$ cat src/rtl/hub75_line_capture.sv
// rtl/hub75_line_capture.sv - HUB75 panel-side receiver: oversample, rebuild line pair, drain as pixel writes
module hub75_line_capture #(
    parameter int COLS = 64,
    parameter int CW   = 6
) (
    input  logic          clk,
    input  logic          rst,
    input  logic          hub_clk,
    input  logic          hub_lat,
    input  logic          hub_oe,
    input  logic [3:0]    hub_addr,
    input  logic [2:0]    hub_rgb0,
    input  logic [2:0]    hub_rgb1,
    output logic          wr_valid,
    input  logic          wr_ready,
    output logic [4:0]    wr_row,
    output logic [CW-1:0] wr_col,
    output logic [2:0]    wr_rgb,
    output logic          line_done,
    output logic          frame_done,
    output logic          len_err,
    output logic          overrun,
    output logic [15:0]   oe_cycles
);
    typedef enum logic [1:0] {S_IDLE, S_DRAIN, S_DONE} state_t;

    state_t      r_state;
    logic [12:0] r_sync1, r_sync2;
    logic        r_prev_clk, r_prev_lat;
    logic [8:0]  r_edges;
    logic [3:0]  r_addr, r_prev_addr;
    logic [5:0]  r_shift [COLS];
    logic [5:0]  r_line  [COLS];
    logic [5:0]  w_shift_next [COLS];

    logic          w_s_oe, w_clk_rise, w_lat_rise, w_next_half;
    logic [3:0]    w_s_addr;
    logic [5:0]    w_s_data;
    logic [8:0]    w_edges_next;
    logic [CW-1:0] w_next_col;

    // Every pin shares one synchronizer so data stays aligned with the detected edges
    always_ff @(posedge clk) begin
        r_sync1    <= {hub_clk, hub_lat, hub_oe, hub_addr, hub_rgb0, hub_rgb1};
        r_sync2    <= r_sync1;
        r_prev_clk <= r_sync2[12];
        r_prev_lat <= r_sync2[11];
    end

    assign w_clk_rise   = r_sync2[12] & ~r_prev_clk;
    assign w_lat_rise   = r_sync2[11] & ~r_prev_lat;
    assign w_s_oe       = r_sync2[10];
    assign w_s_addr     = r_sync2[9:6];
    assign w_s_data     = r_sync2[5:0];
    assign w_edges_next = (w_clk_rise && r_edges != 9'd511) ? r_edges + 9'd1 : r_edges;
    assign w_next_col   = wr_col + CW'(1);
    assign w_next_half  = wr_row[4] | (wr_col == CW'(COLS - 1));

    always_comb begin
        for (int i = 0; i < COLS; i++) w_shift_next[i] = r_shift[i];
        if (w_clk_rise) begin
            w_shift_next[0] = w_s_data;
            for (int i = 1; i < COLS; i++) w_shift_next[i] = r_shift[i-1];
        end
    end

    // Latch copies the post-shift view so a coincident shift edge is not lost
    always_ff @(posedge clk) begin
        r_shift <= w_shift_next;
        if (w_lat_rise && r_state == S_IDLE) r_line <= w_shift_next;
    end

    always_ff @(posedge clk) begin
        if (!rst) begin
            r_state     <= S_IDLE;
            r_edges     <= 9'd0;
            r_addr      <= 4'd0;
            r_prev_addr <= 4'hF;
            wr_valid    <= 1'b0;
            wr_row      <= 5'd0;
            wr_col      <= '0;
            wr_rgb      <= 3'd0;
            line_done   <= 1'b0;
            frame_done  <= 1'b0;
            len_err     <= 1'b0;
            overrun     <= 1'b0;
            oe_cycles   <= 16'd0;
        end else begin
            line_done  <= 1'b0;
            frame_done <= 1'b0;
            r_edges    <= w_lat_rise ? 9'd0 : w_edges_next;
            if (w_lat_rise)
                oe_cycles <= 16'd0;
            else if (!w_s_oe && oe_cycles != 16'hFFFF)
                oe_cycles <= oe_cycles + 16'd1;
            if (w_lat_rise && w_edges_next != 9'(COLS)) len_err <= 1'b1;
            if (w_lat_rise && r_state != S_IDLE) overrun <= 1'b1;

            case (r_state)
                S_IDLE: begin
                    if (w_lat_rise) begin
                        r_addr   <= w_s_addr;
                        wr_valid <= 1'b1;
                        wr_row   <= {1'b0, w_s_addr};
                        wr_col   <= '0;
                        wr_rgb   <= w_shift_next[0][5:3];
                        r_state  <= S_DRAIN;
                    end
                end
                S_DRAIN: begin
                    if (wr_valid && wr_ready) begin
                        if (wr_row[4] && wr_col == CW'(COLS - 1)) begin
                            wr_valid    <= 1'b0;
                            line_done   <= 1'b1;
                            frame_done  <= (r_addr == 4'd0) && (r_prev_addr == 4'hF);
                            r_prev_addr <= r_addr;
                            r_state     <= S_DONE;
                        end else begin
                            wr_col <= w_next_col;
                            wr_row <= {w_next_half, r_addr};
                            wr_rgb <= w_next_half ? r_line[w_next_col][2:0]
                                                  : r_line[w_next_col][5:3];
                        end
                    end
                end
                S_DONE:  r_state <= S_IDLE;
                default: r_state <= S_IDLE;
            endcase
        end
    end
endmodule
$ cat config.mk
export PLATFORM = sky130hd
export DESIGN_NAME = hub75_line_capture
export DESIGN_NICKNAME = d
export VERILOG_FILES = /design/src/rtl/hub75_line_capture.sv
export SDC_FILE = /design/constraint.sdc
export NUM_CORES = 1
export LEC_CHECK = 0
export CAP_MARGIN = 20
export CORE_MARGIN = 2
export CORE_UTILIZATION = 25
export DETAILED_ROUTE_END_ITERATION = 8
export PLACE_DENSITY = 0.41
export SLEW_MARGIN = 10
export SYNTH_ARGS = -nofsm -noshare
export SYNTH_HDL_FRONTEND = slang
export SYNTH_SLANG_ARGS = --single-unit
$ cat constraint.sdc
create_clock -name clk -period 20.1 [get_ports clk]
set_input_delay 3.015 -clock clk [delete_from_list [all_inputs] [get_ports clk]]
set_output_delay 3.015 -clock clk [all_outputs]
set_load 0.01 [all_outputs]
== Yosys cells after proc, flatten, opt, wreduce, memory -nomap -nowiden ==
Cells that the tools add are included.

* Register bits after elaboration: 850
* Output and inout bits: 35

* Add/sub/neg operators: 3
* $lt $le $gt $ge: 1
* Equal/unequal tests: 10
* Mux-type cells: 27
* Bitwise gates (word level): 7
* Reductions and logical operators: 21

{| class="wikitable"
|+ Operator list
! kind !! number
|-
| $mux 384 || 1
|-
| $bmux 6 s6 || 1
|-
| $mux 6 || 5
|-
| $add 16x1->16 const B || 1
|-
| $ne 16x16->1 const B || 1
|-
| $mux 5 || 3
|-
| $mux 3 || 4
|-
| $pmux 6 s2 || 1
|-
| $reduce_and 4->1 || 3
|-
| $pmux 5 s2 || 1
|-
| $add 9x1->9 const B || 1
|-
| $mux 9 || 1
|-
| $ne 9x7->1 const B || 1
|-
| $ne 9x9->1 const B || 1
|-
| $reduce_and 3->1 || 3
|-
| $logic_and 1x1->1 || 8
|-
| $ne 2x2->1 const B || 4
|-
| $ge 7x7->1 const B || 1
|-
| $not 6->7 || 1
|-
| $add 6x1->6 const B || 1
|-
| $eq 6x6->1 const B || 1
|-
| $mux 2 || 3
|-
| $pmux 3 s2 || 1
|-
| $eq 4x4->1 const B || 1
|-
| other kinds (13) || 20
|}

== Longest topological paths before layout ==
Gate-level depths: netlist of the first run.

* Depth in word-level cells: 9
* Gate-level depth with buffers: 12
* Gate-level depth less buffers: 10

== Worst setup path before layout of the first run ==
OpenSTA, ideal clock, no wires.

* Path type: register to register
* Start: reg r_prev_lat
* End: reg wr_col[5]
* Setup time: 0.070 ns
* Arrival time: 19.179 ns
* Path slack: 0.850 ns
* Cell stages (with the launch flop): 6
* Path buffers: 0
* Cells stage by stage: dfxtp_1 > nand2b_1 > nor3_2 > nor2_1 > or3_1 > a21oi_1

* Word-level cells in the longest chain between the ends: 4

{| class="wikitable"
|+ Ends and longest elaborated chain
! what !! line !! RTL
|-
| from (decl) || 29 || <nowiki>logic r_prev_clk, r_prev_lat;</nowiki>
|-
| from (signal assigned) || 47 || <nowiki>r_prev_lat <= r_sync2[11];</nowiki>
|-
| $not 1->1 || 51 || <nowiki>assign w_lat_rise = r_sync2[11] & ~r_prev_lat;</nowiki>
|-
| $and 1x1->1 || 51 ||
|-
| $ne 2x2->1 (no line) || n/a ||
|-
| $reduce_and 4->1 (no line) || n/a ||
|-
| to (signal assigned) || 119 || <nowiki>wr_col <= w_next_col;</nowiki>
|-
| to (decl) || 17 || <nowiki>output logic [CW-1:0] wr_col,</nowiki>
|}

Every way passes these cells.
A chain may end at the register's enable or synchronous reset.

== Final worst setup path of the first run ==
* Start: reg wr_col[0]
* End: out wr_col[0]

No word-level cell between the ends.

==> results.md, run 1 <==
- Outcome: finished clean
- Synth area leader: edfxtp_1
- Cells after Synth: about 1700
- Slew headroom: between 20 and 30%
- Leak pwr: roughly 13 nW
- Root Buffer: clkbuf_16
- Initial antenna violation count: 0
- # resized after CTS: 0
- Library cells used by synthesis: 57
- Rows: 127
- Fin Hold WS: about 0.32 ns
- GPL Wtd Cong: between 0.7 and 0.8
- Drt via density: 4.07
- DP Cell Count: around 3300
- Final cell count without fillers: between 3000 and 4000
- Top-count cell post-synth: dfxtp_1
- Pin count of the biggest net entering global routing: about 170
- Io pins: about 50
- CP Cell Sequence: clkdlybuf4s50_1
- Routed WL: ~57 mm
- CP delay by family, top: flip-flops
- FF-to-FF path depth: 8
- Gr ovfl total: 0
- Post-Syn Area: about 30000 sq um
- Final Cell Area: 35500 sq um
- Element type at the critical path end: output port
- Avg Cell Area, Syn: roughly 17 sq um
- DP HPWL: approximately 34 mm
- CTS Hold Bufs: 0
- Async S/R FF share, synth: 0%
- Final Critical Period: between 5 and 6 ns
- WP data required: ~17 ns
- Area grow syn2layout: 18.3%
- Mapped Nets: 1764
- Die H: 350 microns
- Synth top area cells: edfxtp_1 (38%), dfxtp_1 (31%), mux2_2 (15%), mux4_2 (7.4%), mux2i_1 (1.7%)
- Clk_lat worst skew: 0.64 ns
- Power per cell area: 112 nW/um^2
- RSZ-0062 raised after global routing: no
- Initial Util: approximately a quarter
- Num CTS Buffers: approximately 90
- Max-slew violations: 0
- Worst EP arrival: 2.00 ns
- H-tree levels: 3
- Die area: between 100000 and 150000 sq um
- Least-Margin Pin Slew: 1.05 ns
- Hold path depth: 0
- Max cap viols: 0
- Share of layout cells above drive strength 1: 35.1%
- Crit-path max FO: 26
- ANT nets after route: 0
- Setup TNS: 0 ns
- Yosys warnings: 0
- Vias: approximately 14000
- Startpoint type of the worst setup path: flop
- VDD IR max: ~0.07 mV
- Clock transition at path regs: roughly 0.060 ns
- Setup Buffers After CTS: 0
- CP Buf/Inv Count: 1
- DRT Pass-1 Iters: 4
- Final hold violation count: 0
- All-Layer GR Usage: 9.28%
- TritonCTS clock tree: yes
- WL/cell: around 16 microns
- Number of global-route vias before repair: approximately 15000
- Top post-synthesis cells by count: dfxtp_1 (466), mux2_2 (388), edfxtp_1 (384)
- Worst hold-check path type: flop to flop
- Synth Flop Type: dfxtp_1
- Final period util: 25.0%
- CP peak stage delay: 0.71 ns
- Crit-path slowest cell: dfxtp_4
- Clk sinks: between 800 and 900
- Worst Clk Skew: ~0.021 ns
- Placed Area: approximately 32000 sq um
- Post-synth EDFFs: around 380
- First-pass GRT wire length: between 80 and 90 mm
- Max clock buf depth: 3
- DRT iter0 DRCs: around 600
- Nets: between 1500 and 2000
- Final setup fails: 0
- Yosys top cell area share: approximately two fifths
- Core area: ~120000 sq um
- Crit. path cell count: 1
- PortBufs: 50
- Sequential share of the synthesized area: between 60 and 70%
- Synth Register Bits: between 800 and 900
- Die width: about 350 microns
- Crit path kind: flop to output port
- DRC: 0
- Fmax: between 0.15 and 0.2 GHz
==> cell type report <==
class                      instances  area (sq um)
sequential                       850         20900
clock inverter                    45           494
clock buffer                     127          2660
timing repair buffer              70           672
tap                             1612          2020
fill                           11800         84000
inverter                           8          30.0
antenna                            1          2.50
multi-input combinational        802          8760
==> cells in the final DEF, fill, tap and decap left out, drive strengths merged, types with 14 or more instances in the layout <==
cell type | Yosys | layout
mux4 | 101 | 101
xor2 | 14 | 14
edfxtp | 384 | 384
nand2 | 38 | 38
clkdlybuf4s50 | 0 | 50
dfxtp | 466 | 466
nor2 | 49 | 49
mux2i | 50 | 50
buf | 27 | 20
mux2 | 388 | 388
nor3 | 15 | 15
nand3 | 18 | 18
clkinv | 0 | 34
clkbuf | 57 | 127
a21oi | 18 | 18
==> power breakdown <==
group / total (mW) / internal, mW / switching, mW
logic: 0.209 / 0.109 / 0.101
registers: 2.03 / 1.97 / 0.0587
clock network: 1.72 / 1.04 / 0.675
total: 3.96 / 3.12 / 0.834
==> registers in the layout (all words and copies together) (netlist names), 5 cells and up <==
register / flops
r_shift: 384
wr_row: 5
wr_col: 6
r_sync2: 13
r_line: 384
r_sync1: 13
r_edges: 9
oe_cycles: 16
==> logic make-up after synthesis <==
family / count (synthesis) / share of synthesized area (%)
simple gates: 169 / 2.76
compound gates: 66 / 1.53
xor+xnor: 24 / 0.788
fa+ha+maj: 4 / 0.167
buf+inv: 92 / 1.41
flops: 850 / 69.5
mux: 539 / 23.8
==> per-stage QoR <==
stage          power (mW)  worst slack [ns]  util, %
6_report             3.96             15.08     29.7
4_1_cts              4.03             14.96     29.7
3_3_place_gp         2.28             15.27     27.1
5_1_grt              4.13             14.94     29.7
3_5_place_dp         2.28             15.29     27.1
2_1_floorplan        2.23             0.850        -
==> metal layers <==
layer	global-route usage (%)	vias to the layer above	wire length, microns
li1	-	6829	-
met1	12.1	7209	26400
met2	15.3	196	26900
met3	2.12	80	2380
met4	2.90	0	1100
met5	0	-	0
==> path summary, 6_finish.rpt <==
kind	slack, ns	from	to
worst max-delay path	15.08	wr_col[0]	wr_col[0]
worst min-delay path	0.32	r_sync1[3]	r_sync2[3]
worst max register to register	16.03	wr_col[0]	wr_rgb[0]
worst min register to register	0.32	r_sync1[3]	r_sync2[3]
Note: power is estimated with default switching activity, not from simulation.
==> inputs of run 2 (changes only) <==
==> constraint.sdc (replaced) <==
create_clock -name clk -period 4.25 [get_ports clk]
set_input_delay 0.6375 -clock clk [delete_from_list [all_inputs] [get_ports clk]]
set_output_delay 0.6375 -clock clk [all_outputs]
set_load 0.01 [all_outputs]
==> results.md, run 2 (synthesis results as in run 1) <==
- RSZ-0062 raised after global routing: no
- Final Critical Period: roughly 3.1 ns
- Element type at the critical path end: output port
- Worst Clk Skew: 0.0351 ns (+0.0140 ns)
- Routed WL: 58.6 mm (+3.1%)
- PortBufs: 50 (unchanged)
- DRT Pass-1 Iters: 6 (+2)
- Dpl ws: 1.34 ns (-13.95 ns)
- Die area: 123000 sq um (unchanged)
- Largest regs: r_line (384), r_shift (384), oe_cycles (16)
- Worst hold-check path type: flop to flop
- Outcome: finished clean
- Setup Buffers After CTS: 0 (unchanged)
- WL/cell: 16.6 microns (+2.7%)
- Gr ovfl total: 0 (unchanged)
- First-pass GRT wire length: 91.5 mm (+2.9%)
- Clk_lat worst skew: 0.65 ns (about the same)
- Die H: 350 microns (unchanged)
- GPL Wtd Cong: 0.720 (-3.5%)
- ANT nets after route: 0 (unchanged)
- DP Cell Count: 3353 (+0.33%)
- Initial antenna violation count: 0 (unchanged)
- Core area: 119000 sq um (unchanged)
- Clock transition at path regs: 0.06 ns (about the same)
- Final cell count without fillers: 3528 (+0.37%)
- Fmax: between 0.3 and 0.4 GHz
- DRC: 0 (unchanged)
- Leak pwr: 12.6 nW (+0.54%)
- Final Cell Area: 35600 sq um (+0.41%)
- Drt via density: 4.12 (+1.2%)
- WP data required: 3.61 ns (-13.48 ns)
- Die width: 350 microns (unchanged)
- Max-slew violations: 0 (unchanged)
- Max cap viols: 0 (unchanged)
- Final antenna diode count: 0 (-1)
- FF-to-FF path depth: 7 (-1)
- Slew headroom: 37.7% (+7.8 points)
- Root Buffer: clkbuf_16
- Pin count of the biggest net entering global routing: 145 (-13%)
- VDD IR max: 0.285 mV (+300%)
- DP HPWL: 36.1 mm (+7.0%)
- Fin worst setup slack: 1.20 ns (-13.88 ns)
- H-tree levels: 3 (unchanged)
- Nets: 1857 (+0.70%)
- Crit path kind: flop to output port
- DRT iter0 DRCs: 659 (+10%)
- Fin Hold WS: 0.325 ns (+0.000929 ns)
- Initial Util: 25.1% (unchanged)
- Most frequent cells in the layout: dfxtp_1 (465), mux2_2 (388), edfxtp_1 (384)
- Io pins: 51 (unchanged)
- Number of global-route vias before repair: 15600 (+0.96%)
- Clk sinks: 850 (unchanged)
- All-Layer GR Usage: 9.57% (+0.29 points)
- Pwr Total: 18.8 mW (+370%)
- Rows: 127 (unchanged)
- # resized after CTS: 0 (unchanged)
- Commonest non-fill, non-tap cell in the layout: dfxtp_1
- Area grow syn2layout: 18.8%
- Share of layout cells above drive strength 1: 35.1% (about the same)
- Final hold violation count: 0 (unchanged)
- Num CTS Buffers: 94 (+2.2%)
- Max clock buf depth: 3 (unchanged)
- Power per cell area: 526 nW/um^2 (+370%)
- Hold path depth: 0 (unchanged)
- Final period util: a little under three quarters
- Fill cells: 11800 (-0.68%)
- TritonCTS clock tree: yes
- CTS Hold Bufs: 0 (unchanged)
- Least-Margin Pin Slew: 0.931 ns (-0.119 ns)
- Placed Area: 32500 sq um (+0.52%)
- Final setup fails: 0 (unchanged)
- Startpoint type of the worst setup path: flop
- Crit-path max FO: 36 (+38%)
- Vias: 14500 (+1.6%)
- Worst EP arrival: 2.42 ns (+0.42 ns)
## run 2: cell types whose count changed in the layout (fill, tap and decap cells not counted), sizes merged
cell	change
buf	+11
bufinv	+1
clkbuf	-1
clkinv	+1
diode	-1
inv	+2
## run 2: critical path, cell delays in order (launching register included)
cell and delay (ns):
dfxtp_4 0.39, buf_4 0.63, clkdlybuf4s50_1 0.74
## run 2: path summary, 6_finish.rpt
kind / from / end / slack (ns)
max: wr_col[0] / wr_col[0] / 1.20
min: r_sync1[4] / r_sync2[4] / 0.33
min reg2reg: r_sync1[4] / r_sync2[4] / 0.33
max reg2reg: wr_col[1] / wr_rgb[2] / 1.40
## run 2: cell type report
type                            count  area, sq um  share of cell area, %
Sequential cell                   850        20900                   58.5
Multi-Input combinational cell    802         8770                   24.6
Clock buffer                      126         2610                   7.33
Tap cell                         1612         2020                   5.66
Timing Repair Buffer               81          833                   2.34
Clock inverter                     49          517                   1.45
Inverter                            8         30.0                 0.0843
## run 2: routing by layer
layer	wire (microns)	track usage, %
met1	26900	12.5
met2	27300	15.5
met3	2850	2.18
met4	1510	3.52
met5	0	0
## run 2: metrics by stage
stage | setup TNS, ns | utilization, %
3_5_place_dp | 0 | 27.2
3_3_place_gp | 0 | 27.2
2_1_floorplan | -2404.56 | -
5_1_grt | 0 | 29.8
4_1_cts | 0 | 29.8
6_report | 0 | 29.8
## run 2: power by group
group | switching, mW | leakage [nW] | internal, mW
clock | 3.21 | 1.55 | 4.92
sequential | 0.294 | 7.42 | 9.34
combinational | 0.477 | 3.64 | 0.521
total | 3.98 | 12.6 | 14.8
==> inputs of run 3 (changes only) <==
--- a/config.mk
+++ b/config.mk
@@ -9,7 +9,7 @@
 export CORE_MARGIN = 2
 export CORE_UTILIZATION = 25
 export DETAILED_ROUTE_END_ITERATION = 8
-export PLACE_DENSITY = 0.41
+export PLACE_DENSITY = 0.4
 export SLEW_MARGIN = 10
 export SYNTH_ARGS = -nofsm -noshare
 export SYNTH_HDL_FRONTEND = slang
==> constraint.sdc (replaced) <==
create_clock -name clk -period 2.84 [get_ports clk]
set_input_delay 0.426 -clock clk [delete_from_list [all_inputs] [get_ports clk]]
set_output_delay 0.426 -clock clk [all_outputs]
set_load 0.01 [all_outputs]
==> results.md, run 3 (synthesis results as in run 1) <==
- Outcome: finished clean
- Commonest non-fill, non-tap cell in the layout: dfxtp_1
- Hold_sp: hub_addr[3]
- Area of the multi-input gates: 8770 sq um (unchanged)
- Power per cell area: 791 nW/um^2 (+50%)
- Internal reg-to-reg setup slack: 0.20 ns (-1.20 ns)
- Startpoint type of the worst setup path: flop
- Max cap viols: 0 (unchanged)
- Setup Buffers After CTS: 0 (unchanged)
- H-tree levels: 3 (unchanged)
- Fmax: about 0.38 GHz
- Register area: 20900 sq um (unchanged)
- DRT Pass-1 Iters: 4 (-2)
- Core area: 119000 sq um (unchanged)
- DRC: 0 (unchanged)
- Nets: 1910 (+2.9%)
- All-Layer GR Usage: 9.89% (+0.32 points)
- WL/cell: 16.9 microns (+1.6%)
- Gr ovfl total: 0 (unchanged)
- Worst EP arrival: 3.18 ns (+0.76 ns)
- Leak pwr: 13.0 nW (+3.2%)
- Most frequent cells in the layout: dfxtp_1 (465), mux2_2 (388), edfxtp_1 (384)
- Die H: 350 microns (unchanged)
- Final period util: between 90% and 100%
- ANT nets after route: 0 (unchanged)
- Fill cells: 11800 (+0.40%)
- Final setup fails: 0 (unchanged)
- Number of global-route vias before repair: 15900 (+1.8%)
- Slew headroom: 30.3% (-7.4 points)
- DRT iter0 DRCs: 824 (+25%)
- Max-slew violations: 0 (unchanged)
- Root Buffer: clkbuf_16
- Element type at the critical path end: flop
- CTS Hold Bufs: 0 (unchanged)
- Worst hold-check path type: input port to flop
- Clock transition at path regs: 0.06 ns (about the same)
- Routed WL: 60.5 mm (+3.3%)
- Dpl ws: 0.0992 ns (-1.24 ns)
- RSZ-0062 raised after global routing: no
- Rows: 127 (unchanged)
- Die area: 123000 sq um (unchanged)
- Clk sinks: 850 (unchanged)
- Placed Area: 33100 sq um (+1.9%)
- Io pins: 51 (unchanged)
- Hold EP: r_sync1[9]
- Critical Path Source: wr_col[0]
- PortBufs: 50 (unchanged)
- Share of layout cells above drive strength 1: 37.0% (+1.9 points)
- Clk_lat worst skew: 0.66 ns (about the same)
- Initial Util: 25.1% (unchanged)
- Drt via density: 4.11 (-0.27%)
- Least-Margin Pin Slew: 1.04 ns (+0.111 ns)
- Final hold violation count: 0 (unchanged)
- Initial antenna violation count: 2 (+2)
- Num CTS Buffers: 95 (+1.1%)
- GPL Wtd Cong: 0.726 (+0.75%)
- First-pass GRT wire length: 93.8 mm (+2.5%)
- Max clock buf depth: 3 (unchanged)
- Fin worst setup slack: 0.198 ns (-0.999 ns)
- Area grow syn2layout: 21.5%
- Crit path kind: flop to flop
- # resized after CTS: 0 (unchanged)
- Final Cell Area: 36500 sq um (+2.3%)
- VDD IR max: 0.411 mV (+44%)
- Worst Clk Skew: 0.0316 ns (-0.00353 ns)
- Crit-path max FO: 22 (-39%)
- Hold path depth: 1 (+1)
- Reg2reg end: wr_rgb[2]
- TritonCTS clock tree: yes
- FF-to-FF path depth: 8 (+1)
- Final Critical Period: 2.64 ns
- Vias: 14700 (+1.3%)
- Largest regs: r_line (384), r_shift (384), oe_cycles (16)
- Pin count of the biggest net entering global routing: 74 (-49%)
- Die width: 350 microns (unchanged)
- DP HPWL: 38.4 mm (+6.3%)
- FF-to-FF Start: wr_col[0]
- WP data required: 3.37 ns (-0.24 ns)
[run 3: changes by cell type in the layout (fill, tap and decap cells not counted), sizes merged]
cell / change
buf: +52
bufinv: +4
clkbuf: +2
clkinv: -6
clkinvlp: +4
diode: +1
[run 3: worst max-delay path, stage by stage, from the launching register on]
cell,delay [ns]
dfxtp_4,0.36
ha_4,0.30
buf_12,0.21
buf_4,0.28
mux4_2,0.33
mux4_1,0.59
nand2_1,0.14
a311o_1,0.19
a31oi_1,0.08
[run 3: report_power, final]
| part | switching [mW] | total, mW | internal, mW | leakage [nW] |
|---|---|---|---|---|
| logic | 0.747 | 1.58 | 0.830 | 3.98 |
| clock network | 4.98 | 12.9 | 7.88 | 1.62 |
| registers | 0.437 | 14.4 | 14.0 | 7.42 |
| total | 6.16 | 28.8 | 22.7 | 13.0 |
[run 3: how the worst max path moves through the flow]
stage	end	slack, ns	cells after the start
2_1_floorplan	wr_col[5]	-9.00	5
6_report	wr_rgb[2]	0.20	8
5_1_grt	wr_rgb[1]	0.03	8
4_1_cts	wr_rgb[1]	0.08	8
3_5_place_dp	wr_rgb[1]	0.1	8
3_3_place_gp	wr_rgb[1]	0.14	8
[run 3: metrics by stage]
step                      TNS [ns]  instances  utilization [%]  hold slack (ns)  total power, mW
after floorplan           -2974.20       1744                -            0.310             15.7
after global placement           0       3405             27.7            0.310             16.2
after detailed placement         0       3405             27.7            0.314             16.3
after CTS                        0       3584             30.5            0.141             29.3
after global routing             0       3584             30.5            0.169             30.0
final                            0       3585             30.5            0.201             28.8
[run 3: metal layers]
| layer | global-route usage (%) | up-vias | share of wire (%) | wire [microns] |
|---|---|---|---|---|
| met4 | 3.15 | 0 | 2.4 | 1470 |
| met3 | 2.14 | 105 | 3.5 | 2100 |
| met2 | 16.0 | 199 | 46 | 27900 |
| met1 | 13.2 | 7464 | 48 | 29000 |
| met5 | 0 | - | 0 | 0 |
| li1 | - | 6968 | - | - |
[run 3: layout make-up]
type	count	share of cell area, %
tap	1612	5.53
inverter	8	0.0823
clock inverter	51	1.87
clock buffer	128	7.30
timing repair buffer	133	3.97
antenna	1	0.00686
multi-input combinational	802	24.0
sequential	850	57.2
